File: src/rtl/fp32_pkg.sv
// Shared binary32 field widths, canonical constants and divider state encoding.
package fp32_pkg;

  localparam int unsigned EXP_W   = 8;
  localparam int unsigned FRAC_W  = 23;
  localparam int unsigned MANT_W  = FRAC_W + 1;
  localparam int unsigned QUO_W   = MANT_W + 2;
  localparam int unsigned SEXP_W  = 10;
  localparam int unsigned BIAS    = 127;
  localparam int unsigned EXP_MAX = 255;

  localparam logic [31:0] POS_INF = 32'h7F80_0000;
  localparam logic [31:0] NEG_INF = 32'hFF80_0000;
  localparam logic [31:0] ZERO    = 32'h0000_0000;

  typedef enum logic [1:0] {IDLE, DIV, NORM, HOLD} state_t;

endpackage

File: src/rtl/fp32_round_pack.sv
// Normalises a raw quotient, rounds to nearest-even and packs a binary32 result
// with overflow/underflow saturation.
module fp32_round_pack
  import fp32_pkg::*;
(
  input  logic [QUO_W-1:0]         quo,
  input  logic                     rem_nz,
  input  logic signed [SEXP_W-1:0] exp_in,
  input  logic                     sign,
  output logic [31:0]              result,
  output logic                     overflow,
  output logic                     underflow
);

  localparam logic signed [SEXP_W-1:0] EXP_TOP = $signed(SEXP_W'(EXP_MAX));

  logic [FRAC_W-1:0]         frac;
  logic [FRAC_W:0]           frac_r;
  logic                      guard;
  logic                      sticky;
  logic                      round_up;
  logic signed [SEXP_W-1:0]  exp_n;
  logic signed [SEXP_W-1:0]  exp_r;

  always_comb begin
    frac      = quo[QUO_W-2:2];
    guard     = quo[1];
    sticky    = quo[0] | rem_nz;
    exp_n     = exp_in;
    overflow  = 1'b0;
    underflow = 1'b0;
    // quotient below 1.0: shift left one place and drop the exponent
    if (!quo[QUO_W-1]) begin
      frac   = quo[QUO_W-3:1];
      guard  = quo[0];
      sticky = rem_nz;
      exp_n  = exp_in - SEXP_W'(1);
    end
    round_up = guard & (sticky | frac[0]);
    frac_r   = {1'b0, frac} + (FRAC_W+1)'(round_up);
    exp_r    = frac_r[FRAC_W] ? exp_n + SEXP_W'(1) : exp_n;
    result   = {sign, exp_r[EXP_W-1:0], frac_r[FRAC_W-1:0]};
    if (exp_r >= EXP_TOP) begin
      overflow = 1'b1;
      result   = sign ? NEG_INF : POS_INF;
    end else if (exp_r <= SEXP_W'(0)) begin
      underflow = 1'b1;
      result    = {sign, ZERO[30:0]};
    end
  end

endmodule

File: src/rtl/fp32_div_seq.sv
// Iterative binary32 divider: restoring division, one quotient bit per cycle,
// valid/ready handshakes on input and output.
module fp32_div_seq
  import fp32_pkg::*;
(
  input  logic        clk,
  input  logic        rst,
  input  logic        in_valid,
  output logic        in_ready,
  input  logic [31:0] a,
  input  logic [31:0] b,
  output logic        out_valid,
  input  logic        out_ready,
  output logic [31:0] result,
  output logic        exception,
  output logic        overflow,
  output logic        underflow,
  output logic        div_by_zero
);

  localparam int unsigned     CNT_W     = 5;
  localparam logic [CNT_W-1:0] LAST_ITER = CNT_W'(QUO_W - 1);

  state_t                    state, state_nx;
  logic [QUO_W-1:0]          rem;
  logic [QUO_W-1:0]          quo;
  logic [MANT_W-1:0]         divisor;
  logic [CNT_W-1:0]          cnt;
  logic signed [SEXP_W-1:0]  exp_q;
  logic                      sign_q;

  logic [EXP_W-1:0]  ea, eb;
  logic              sign_in, special, spec_exc, spec_dbz;
  logic [31:0]       spec_result;
  logic              qbit;
  logic [QUO_W-1:0]  rem_sub;
  logic [31:0]       rp_result;
  logic              rp_ovf, rp_unf;

  assign ea       = a[FRAC_W +: EXP_W];
  assign eb       = b[FRAC_W +: EXP_W];
  assign sign_in  = a[31] ^ b[31];
  assign in_ready = (state == IDLE);

  // special operands are resolved on the accepting edge, in priority order
  always_comb begin
    spec_result = ZERO;
    spec_exc    = 1'b0;
    spec_dbz    = 1'b0;
    special     = 1'b1;
    if (ea == EXP_W'(EXP_MAX) || eb == EXP_W'(EXP_MAX)) begin
      spec_exc = 1'b1;
    end else if (ea == '0 && eb == '0) begin
      spec_exc = 1'b1;
    end else if (ea == '0) begin
      spec_result = {sign_in, ZERO[30:0]};
    end else if (eb == '0) begin
      spec_result = sign_in ? NEG_INF : POS_INF;
      spec_dbz    = 1'b1;
    end else begin
      special = 1'b0;
    end
  end

  always_comb begin
    qbit    = (rem >= QUO_W'(divisor));
    rem_sub = qbit ? rem - QUO_W'(divisor) : rem;
  end

  always_ff @(posedge clk or posedge rst) begin
    if (rst) state <= IDLE;
    else     state <= state_nx;
  end

  always_comb begin
    state_nx = state;
    case (state)
      IDLE:    if (in_valid) state_nx = special ? HOLD : DIV;
      DIV:     if (cnt == LAST_ITER) state_nx = NORM;
      NORM:    state_nx = HOLD;
      HOLD:    if (out_ready) state_nx = IDLE;
      default: state_nx = IDLE;
    endcase
  end

  always_ff @(posedge clk or posedge rst) begin
    if (rst) begin
      rem         <= '0;
      quo         <= '0;
      divisor     <= '0;
      cnt         <= '0;
      exp_q       <= '0;
      sign_q      <= 1'b0;
      out_valid   <= 1'b0;
      result      <= '0;
      exception   <= 1'b0;
      overflow    <= 1'b0;
      underflow   <= 1'b0;
      div_by_zero <= 1'b0;
    end else begin
      case (state)
        IDLE: if (in_valid) begin
          rem     <= QUO_W'({1'b1, a[FRAC_W-1:0]});
          divisor <= {1'b1, b[FRAC_W-1:0]};
          quo     <= '0;
          cnt     <= '0;
          sign_q  <= sign_in;
          exp_q   <= $signed({2'b00, ea}) - $signed({2'b00, eb}) + $signed(SEXP_W'(BIAS));
          if (special) begin
            result      <= spec_result;
            exception   <= spec_exc;
            div_by_zero <= spec_dbz;
            out_valid   <= 1'b1;
          end
        end
        DIV: begin
          rem <= {rem_sub[QUO_W-2:0], 1'b0};
          quo <= {quo[QUO_W-2:0], qbit};
          cnt <= cnt + CNT_W'(1);
        end
        NORM: begin
          result    <= rp_result;
          overflow  <= rp_ovf;
          underflow <= rp_unf;
          out_valid <= 1'b1;
        end
        HOLD: if (out_ready) begin
          out_valid   <= 1'b0;
          exception   <= 1'b0;
          overflow    <= 1'b0;
          underflow   <= 1'b0;
          div_by_zero <= 1'b0;
        end
        default: ;
      endcase
    end
  end

  fp32_round_pack u_round_pack (
    .quo       (quo),
    .rem_nz    (rem != '0),
    .exp_in    (exp_q),
    .sign      (sign_q),
    .result    (rp_result),
    .overflow  (rp_ovf),
    .underflow (rp_unf)
  );

endmodule

File: config.mk
export PLATFORM = sky130hd
export DESIGN_NAME = fp32_div_seq
export DESIGN_NICKNAME = d
export VERILOG_FILES = /design/src/rtl/fp32_pkg.sv /design/src/rtl/fp32_round_pack.sv /design/src/rtl/fp32_div_seq.sv
export SDC_FILE = /design/constraint.sdc
export NUM_CORES = 1
export LEC_CHECK = 0
export ABC_CLOCK_PERIOD_IN_PS = 4600
export CAP_MARGIN = 20
export CORE_MARGIN = 2
export CORE_UTILIZATION = 50
export CTS_CLUSTER_SIZE = 40
export DETAILED_ROUTE_END_ITERATION = 10
export HOLD_SLACK_MARGIN = 0.15
export PLACE_DENSITY = 0.79
export SLEW_MARGIN = 5
export SYNTH_ARGS = -nofsm -noshare
export SYNTH_HDL_FRONTEND = slang
export SYNTH_SLANG_ARGS = --single-unit
export TNS_END_PERCENT = 100
File: constraint.sdc
create_clock -name clk -period 4.6 [get_ports clk]
set_input_delay 0.69 -clock clk [delete_from_list [all_inputs] [get_ports clk]]
set_output_delay 0.69 -clock clk [all_outputs]
set_load 0.02 [all_outputs]
==> flow_summary_export.csv, run 1 <==
group,metric,value,unit
run_status,status,"finished, violations left",
run_status,violations,"DRC",
clocking,post_cts_resized,0,
sta,fmax,273.6,MHz
clocking,cts_buffer_depth,2,
grt,grt_overflow,0,
worst_setup_path,reg2reg_depth,10,
worst_setup_path,crit_type,"reg2reg",
logic_synthesis,yosys.area.top_type,"dfrtp_1",
clocking,clock_latency,0.42,ns
grt,track_usage,0.2457,
finish,n_antenna_cell,0,
logic_synthesis,synth-seq-cells,131,
logic_synthesis,async_flop_share,1.000,
logic_synthesis,synth_ff_type,"dfrtp_1",
floorplanning,dieArea,19640,um^2
clocking,cts_setup_buffers,0,
sta,final.setup_skew,0.01309,ns
grt,grt_pass1_vias,7920,
grt,grt_max_degree,57,
logic_synthesis,netlist_area,9266,um^2
route,drt_iter0_markers,636,
worst_hold_path,holdPathEnd,"divisor[23]$_DFFE_PP0P_",
route,drt.antenna.violating_nets,0,
power_and_ir_drop,p_leak,4.667,nW
clocking,cts_hold_buf,0,
finish,fin_nets,1216,
place,gp_congestion,0.9108,
floorplanning,core,18090,um^2
floorplanning,start_util,0.5123,
route,via_per_inst,6.013,
place,hpwl,17000,um
logic_synthesis,synthDistinctLibCells,82,
floorplanning,row_count,49,
finish,syn_to_final_growth,19.88,%
clocking,cts_tree,"done",
route,drcViolationCount,6,
clocking,root_buffer,"clkbuf_16",
logic_synthesis,synthCells,1026,
sta,hold_slack,0.4830,ns
worst_setup_path,regToRegEndpoint,"result[22]$_DFFE_PP0P_",
clocking,htree_num_levels,4,
grt,grt_pass1_wl,39430,um
worst_setup_path,worstPathArrival,4.01,ns
worst_setup_path,reg2reg_from,"quo[25]$_DFFE_PP0P_",
sta,finalHoldViolCount,0,
worst_hold_path,hold_depth,2,
flow_run,maxCapViolations,0,
sta,setup_violations,0,
worst_hold_path,hp-start,"divisor[23]$_DFFE_PP0P_",
worst_setup_path,critPathMaxFanout,34,
logic_synthesis,syn_avg_cell_area,9.032,um^2
place,port_buffers,105,
floorplanning,die_w,140.1,um
finish,final_util,0.6142,
sta,setup_tns,0,ns
route,vias,8094,
logic_synthesis,yosys_warnings,0,
sta,worstMarginPinSlew,0.8740,ns
logic_synthesis,synth.yosys.seq_area_share,0.3538,
logic_synthesis,synth_top_area_frac,0.3538,
sta,layout_min_cycle_time,3.655,ns
sta,rsz0062_at_grt,"false",
clocking,cts_num_sinks,131,
grt,antenna_found_initial,0,
logic_synthesis,synth_fp_nets,1138,
route,wire_per_inst,17.41,um
worst_hold_path,hold_path_class,"reg2reg",
logic_synthesis,synth_edf_count,0,
worst_setup_path,reg2reg_slack,0.95,ns
floorplanning,dieHeight,140.1,um
clocking,cts.clk_slew.worst_paths,0.06,ns
clocking,numCtsBuffers,17,
route,routed_wl,23430,um
sta,drv_slew,0,
sta,finalCritPeriodShare,0.7945,
power_and_ir_drop,p_total,7.717,mW
worst_setup_path,crit_required,4.95,ns
power_and_ir_drop,peakVddDrop,381.5,uV
finish,drive_gt1_frac,0.1003,
route,first_pass_iters,8,
logic_synthesis,synth.area.top_cells,"dfrtp_1 (35%), ha_1 (5.7%), o21ai_0 (4.2%), a22o_1 (3.9%), xnor2_1 (3.7%)",
worst_setup_path,worstSetupEndpointType,"flop",
floorplanning,pin_count,106,
worst_setup_path,startpoint_type,"flop",
sta,maxSlewHeadroom,0.4167,
power_and_ir_drop,p_per_area,694.7,nW/um^2
-- report_power, final --
part	internal (mW)	leakage, nW	switching, mW	total, mW
Clock	0.959	0.310	0.516	1.48
Sequential	1.50	1.66	0.377	1.88
Combinational	1.83	2.70	2.53	4.36
Total	4.29	4.67	3.42	7.72
-- Yosys cell counts (6+ instances only) --
cell type  number
a211oi_1       10
a21boi_0        9
a21o_1          8
a21oi_1        40
a22o_1         41
a31oi_1        12
and2_1          7
and3_1         19
buf_1          10
buf_2           7
clkbuf_1       37
dfrtp_1       131
ha_1           42
inv_1          55
mux2_2         27
mux2i_1        32
nand2_1        85
nand3_1        27
nand4_1        20
nor2_1         64
nor2b_1         9
nor3_1         21
nor4_1         16
o211ai_1        8
o21a_1         11
o21ai_0        77
o21bai_1        6
o221a_2         6
o22ai_1         6
o31ai_1        15
or3_1           8
xnor2_1        39
xor2_1         35
-- metrics by stage --
step           cells  worst slack (ns)  instance area [um^2]
2_1_floorplan   1026            0.4123                  9266
3_3_place_gp    1313             1.027                 10460
3_5_place_dp    1314            0.9394                 10470
4_1_cts         1346             1.026                 11110
5_1_grt         1346            0.7216                 11110
6_report        1346            0.9454                 11110
-- layout make-up --
cell class                      count  area (um^2)
Clock buffer                       18        429.2
Clock inverter                     14        211.5
Fill cell                        1549         6978
Inverter                           56        212.7
Multi-Input combinational cell    777         5520
Sequential cell                   131         3279
Tap cell                          229        286.5
Timing Repair Buffer              121         1169
-- worst max-delay path by stage --
stage / start / end / slack (ns)
finish: quo[25]$_DFFE_PP0P_ / result[22]$_DFFE_PP0P_ / 0.95
detailed placement: b[24] / exp_q[8]$_DFFE_PP0P_ / 0.94
global route: quo[25]$_DFFE_PP0P_ / result[22]$_DFFE_PP0P_ / 0.72
floorplan: rst / cnt[0]$_DFFE_PP0P_ / 0.41
CTS: quo[25]$_DFFE_PP0P_ / result[8]$_DFFE_PP0P_ / 1.03
global placement: b[23] / exp_q[8]$_DFFE_PP0P_ / 1.03
-- cell families (layout without fill, tap and decap cells) --
family          after synthesis  after routing  synth area share
xor+xnor                     74             74           0.06994
buf+inv                     118            209           0.05306
fa+ha+maj                    44             44           0.06103
compound gates              283            283            0.2128
mux                          59             59           0.06738
flops                       131            131            0.3538
simple gates                317            317            0.1820
-- registers in the layout, indices dropped and copies added (netlist names) --
| name | cells |
|---|---|
| cnt | 5 |
| div_by_zero | 1 |
| divisor | 24 |
| exception | 1 |
| exp_q | 10 |
| out_valid | 1 |
| overflow | 1 |
| quo | 26 |
| rem | 26 |
| result | 32 |
| sign_q | 1 |
| state | 2 |
| underflow | 1 |
-- per-layer routing --
metal  vias to the layer above  share of wire  GRT usage
li1                       3905              -          -
met1                      3888           0.44     0.3108
met2                       263           0.50     0.4309
met3                        38          0.045    0.04752
met4                         0          0.019    0.06805
met5                         -              0          0
-- worst max-delay path, stage by stage, from the launching register on --
cell      delay [ns]
dfrtp_2         0.81
mux2i_1         0.15
nor2b_1         0.14
ha_1            0.21
nand3_1         0.11
nor2_1          0.39
nand2_1         0.20
nor4b_1         0.71
nand3_1         0.19
a311oi_1        0.49
a22o_1          0.19
-- cells in the final DEF (no fill, tap or decap), types with 5 or more instances in the layout --
cell type / count
dfrtp_1: 130
clkdlybuf4s50_1: 105
nand2_1: 84
o21ai_0: 76
nor2_1: 63
inv_1: 54
ha_1: 42
a22o_1: 41
a21oi_1: 40
xnor2_1: 39
xor2_1: 35
mux2i_1: 31
nand3_1: 27
mux2_2: 27
nor3_1: 21
nand4_1: 20
and3_1: 19
clkbuf_16: 17
nor4_1: 16
o31ai_1: 15
buf_4: 15
a31oi_1: 12
o21a_1: 11
a211oi_1: 10
nor2b_1: 9
a21boi_0: 9
o211ai_1: 8
a21o_1: 8
or3_1: 8
and2_1: 7
o22ai_1: 6
o21bai_1: 6
o221a_2: 6
nand2b_1: 5
nor4_2: 5
a311oi_1: 5
bufinv_16: 5
No activity file was read; power rests on OpenSTA's default activity.
==> run 2: changes to the inputs <==
--- a/config.mk
+++ b/config.mk
@@ -5,7 +5,7 @@
 export SDC_FILE = /design/constraint.sdc
 export NUM_CORES = 1
 export LEC_CHECK = 0
-export ABC_CLOCK_PERIOD_IN_PS = 4600
+export ABC_CLOCK_PERIOD_IN_PS = 3400
 export CAP_MARGIN = 20
 export CORE_MARGIN = 2
 export CORE_UTILIZATION = 50
==> constraint.sdc (replaced) <==
create_clock -name clk -period 3.4 [get_ports clk]
set_input_delay 0.51 -clock clk [delete_from_list [all_inputs] [get_ports clk]]
set_output_delay 0.51 -clock clk [all_outputs]
set_load 0.02 [all_outputs]
==> flow_summary_export.csv, run 2 (synthesized netlist as in run 1, its figures left out) <==
group,metric,value,unit
clocking,cts_buffer_depth,2,
sta,hold_slack,0.4585,ns
finish,regMostFlops,"result",
route,routed_wl,24530,um
grt,use_met1,0.3176,
clocking,root_buffer,"clkbuf_16",
grt,track_usage,0.2486,
clocking,numCtsBuffers,17,
floorplanning,dieHeight,140.1,um
sta,layout_min_cycle_time,3.366,ns
power_and_ir_drop,p_per_area,930.0,nW/um^2
worst_setup_path,startpoint_type,"flop",
route,vias,8296,
run_status,violations,"DRC",
sta,finalCritPeriodShare,0.9900,
power_and_ir_drop,peakVddDrop,516.4,uV
floorplanning,start_util,0.5123,
sta,finalHoldViolCount,0,
floorplanning,pin_count,106,
sta,final.setup_skew,0.009508,ns
run_status,status,"finished, violations left",
route,wire_per_inst,17.72,um
grt,grt_overflow,0,
route,drcViolationCount,8,
finish,multi_input_area,5610,um^2
clocking,cts_num_sinks,131,
clocking,cts_hold_buf,0,
finish,drive_gt1_frac,0.1368,
floorplanning,row_count,49,
worst_setup_path,worstSetupEndpointType,"flop",
sta,worstMarginPinSlew,0.7771,ns
clocking,cts.clk_slew.worst_paths,0.06,ns
worst_setup_path,crit_type,"reg2reg",
finish,stdcell_count,1384,
route,first_pass_iters,8,
sta,setup_tns,0,ns
grt,antenna_found_initial,0,
sta,drv_slew,0,
floorplanning,core,18090,um^2
finish,syn_to_final_growth,23.45,%
place,port_buffers,105,
clocking,htree_num_levels,4,
route,via_per_inst,5.994,
route,drt.antenna.violating_nets,0,
grt,grt.busiest_layer,"met2",
sta,setup_violations,0,
worst_setup_path,worstPathArrival,3.67,ns
finish,fillCellCount,1473,
worst_setup_path,cp_cell_sequence,"nand2b_1 -> a2111oi_4 -> nand4_4 -> nor4_2 -> xnor2_1 -> nor4_4 -> buf_4 -> and4bb_4 -> a22o_1",
worst_setup_path,cp_slowest_stage_delay,0.61,ns
sta,fmax,297.1,MHz
worst_hold_path,hold_path_class,"reg2reg",
route,drt_iter0_markers,544,
floorplanning,dieArea,19640,um^2
place,dp.cells,1341,
finish,largest_reg_flops,32,
worst_setup_path,slowest_stage,"dfrtp_4",
clocking,clock_latency,0.42,ns
finish,fin_nets,1254,
finish,regArea,3282,um^2
finish,n_antenna_cell,0,
finish,biggestRegsByFlops,"result (32), quo (26), rem (26)",
clocking,cts_tree,"done",
place,gp_congestion,0.9181,
sta,finalWorstSetupSlack,0.03385,ns
finish,final_cell_mix,"dfrtp_1 (130), clkdlybuf4s50_1 (105), nand2_1 (84), o21ai_0 (75), nor2_1 (63)",
grt,grt_pass1_vias,8360,
worst_setup_path,crit_required,3.70,ns
grt,grt_max_degree,46,
grt,grt.met3_usage,0.04444,
grt,use_met2,0.4332,
sta,maxSlewHeadroom,0.4809,
finish,layout_commonest_cell,"dfrtp_1",
worst_setup_path,critPathMaxFanout,22,
floorplanning,die_w,140.1,um
flow_run,maxCapViolations,0,
grt,grt_pass1_wl,40300,um
place,hpwl,17510,um
power_and_ir_drop,p_leak,4.835,nW
place,dp_slack,0.02347,ns
-- run 2: cell types whose count changed in the layout (fill, tap and decap cells not counted), moves of 2 or more --
cell       delta
and4bb_4      +2
buf_12        +3
buf_4        +33
bufinv_16     -5
clkbuf_8      +3
clkinv_2      -3
inv_6         +4
nor4b_1       -2
nor4b_2       +2
-- run 2: what timing repair did --
action	CTS	global route
setup endpoints to repair	0	30
gates resized for setup	0	14
setup buffers	0	9
-- run 2: critical path, delay by kind of cell (launching register included) --
family                 cells  cell delay (ns)
AND/OR/NAND/NOR            5             1.49
flip-flops                 1             0.61
AO/OA/AOI/OAI              2             0.69
XOR/XNOR                   1             0.25
buffers and inverters      1             0.19
-- run 2: routing by layer --
metal / vias to the layer above / part of all wire
li1: 3983 / -
met1: 4013 / 0.43
met2: 260 / 0.50
met3: 40 / 0.051
met4: 0 / 0.017
met5: - / 0
-- run 2: final timing paths --
check | depth (start not counted) | slack, ns | startpoint | to
max | 9 | 0.03 | quo[25]$_DFFE_PP0P_ | result[18]$_DFFE_PP0P_
min | 2 | 0.46 | divisor[23]$_DFFE_PP0P_ | divisor[23]$_DFFE_PP0P_
max reg2reg | 9 | 0.03 | quo[25]$_DFFE_PP0P_ | result[18]$_DFFE_PP0P_
min reg2reg | 2 | 0.46 | divisor[23]$_DFFE_PP0P_ | divisor[23]$_DFFE_PP0P_
max in group asynchronous | 3 | 2.03 | rst | rem[16]$_DFFE_PP0P_
min in group asynchronous | 2 | 0.58 | rst | divisor[3]$_DFFE_PP0P_
-- run 2: layout make-up --
class / count / area share
clock buffer: 21 / 0.04112
clock inverter: 11 / 0.008203
inverter: 56 / 0.01870
multi-input combinational: 779 / 0.4904
sequential: 131 / 0.2869
tap: 229 / 0.02505
timing repair buffer: 157 / 0.1296
-- run 2: metrics by stage --
step	utilization	area [um^2]	total power, mW
global route	0.6325	11440	11.45
CTS	0.6238	11280	10.40
finish	0.6325	11440	10.64
global placement	0.5926	10720	8.466
detailed placement	0.5926	10720	8.603
floorplan	-	9278	6.861
-- run 2: power by group --
group	internal [mW]	switching, mW
registers	2.03	0.456
clock network	1.01	0.739
logic	2.76	3.64
total	5.80	4.84
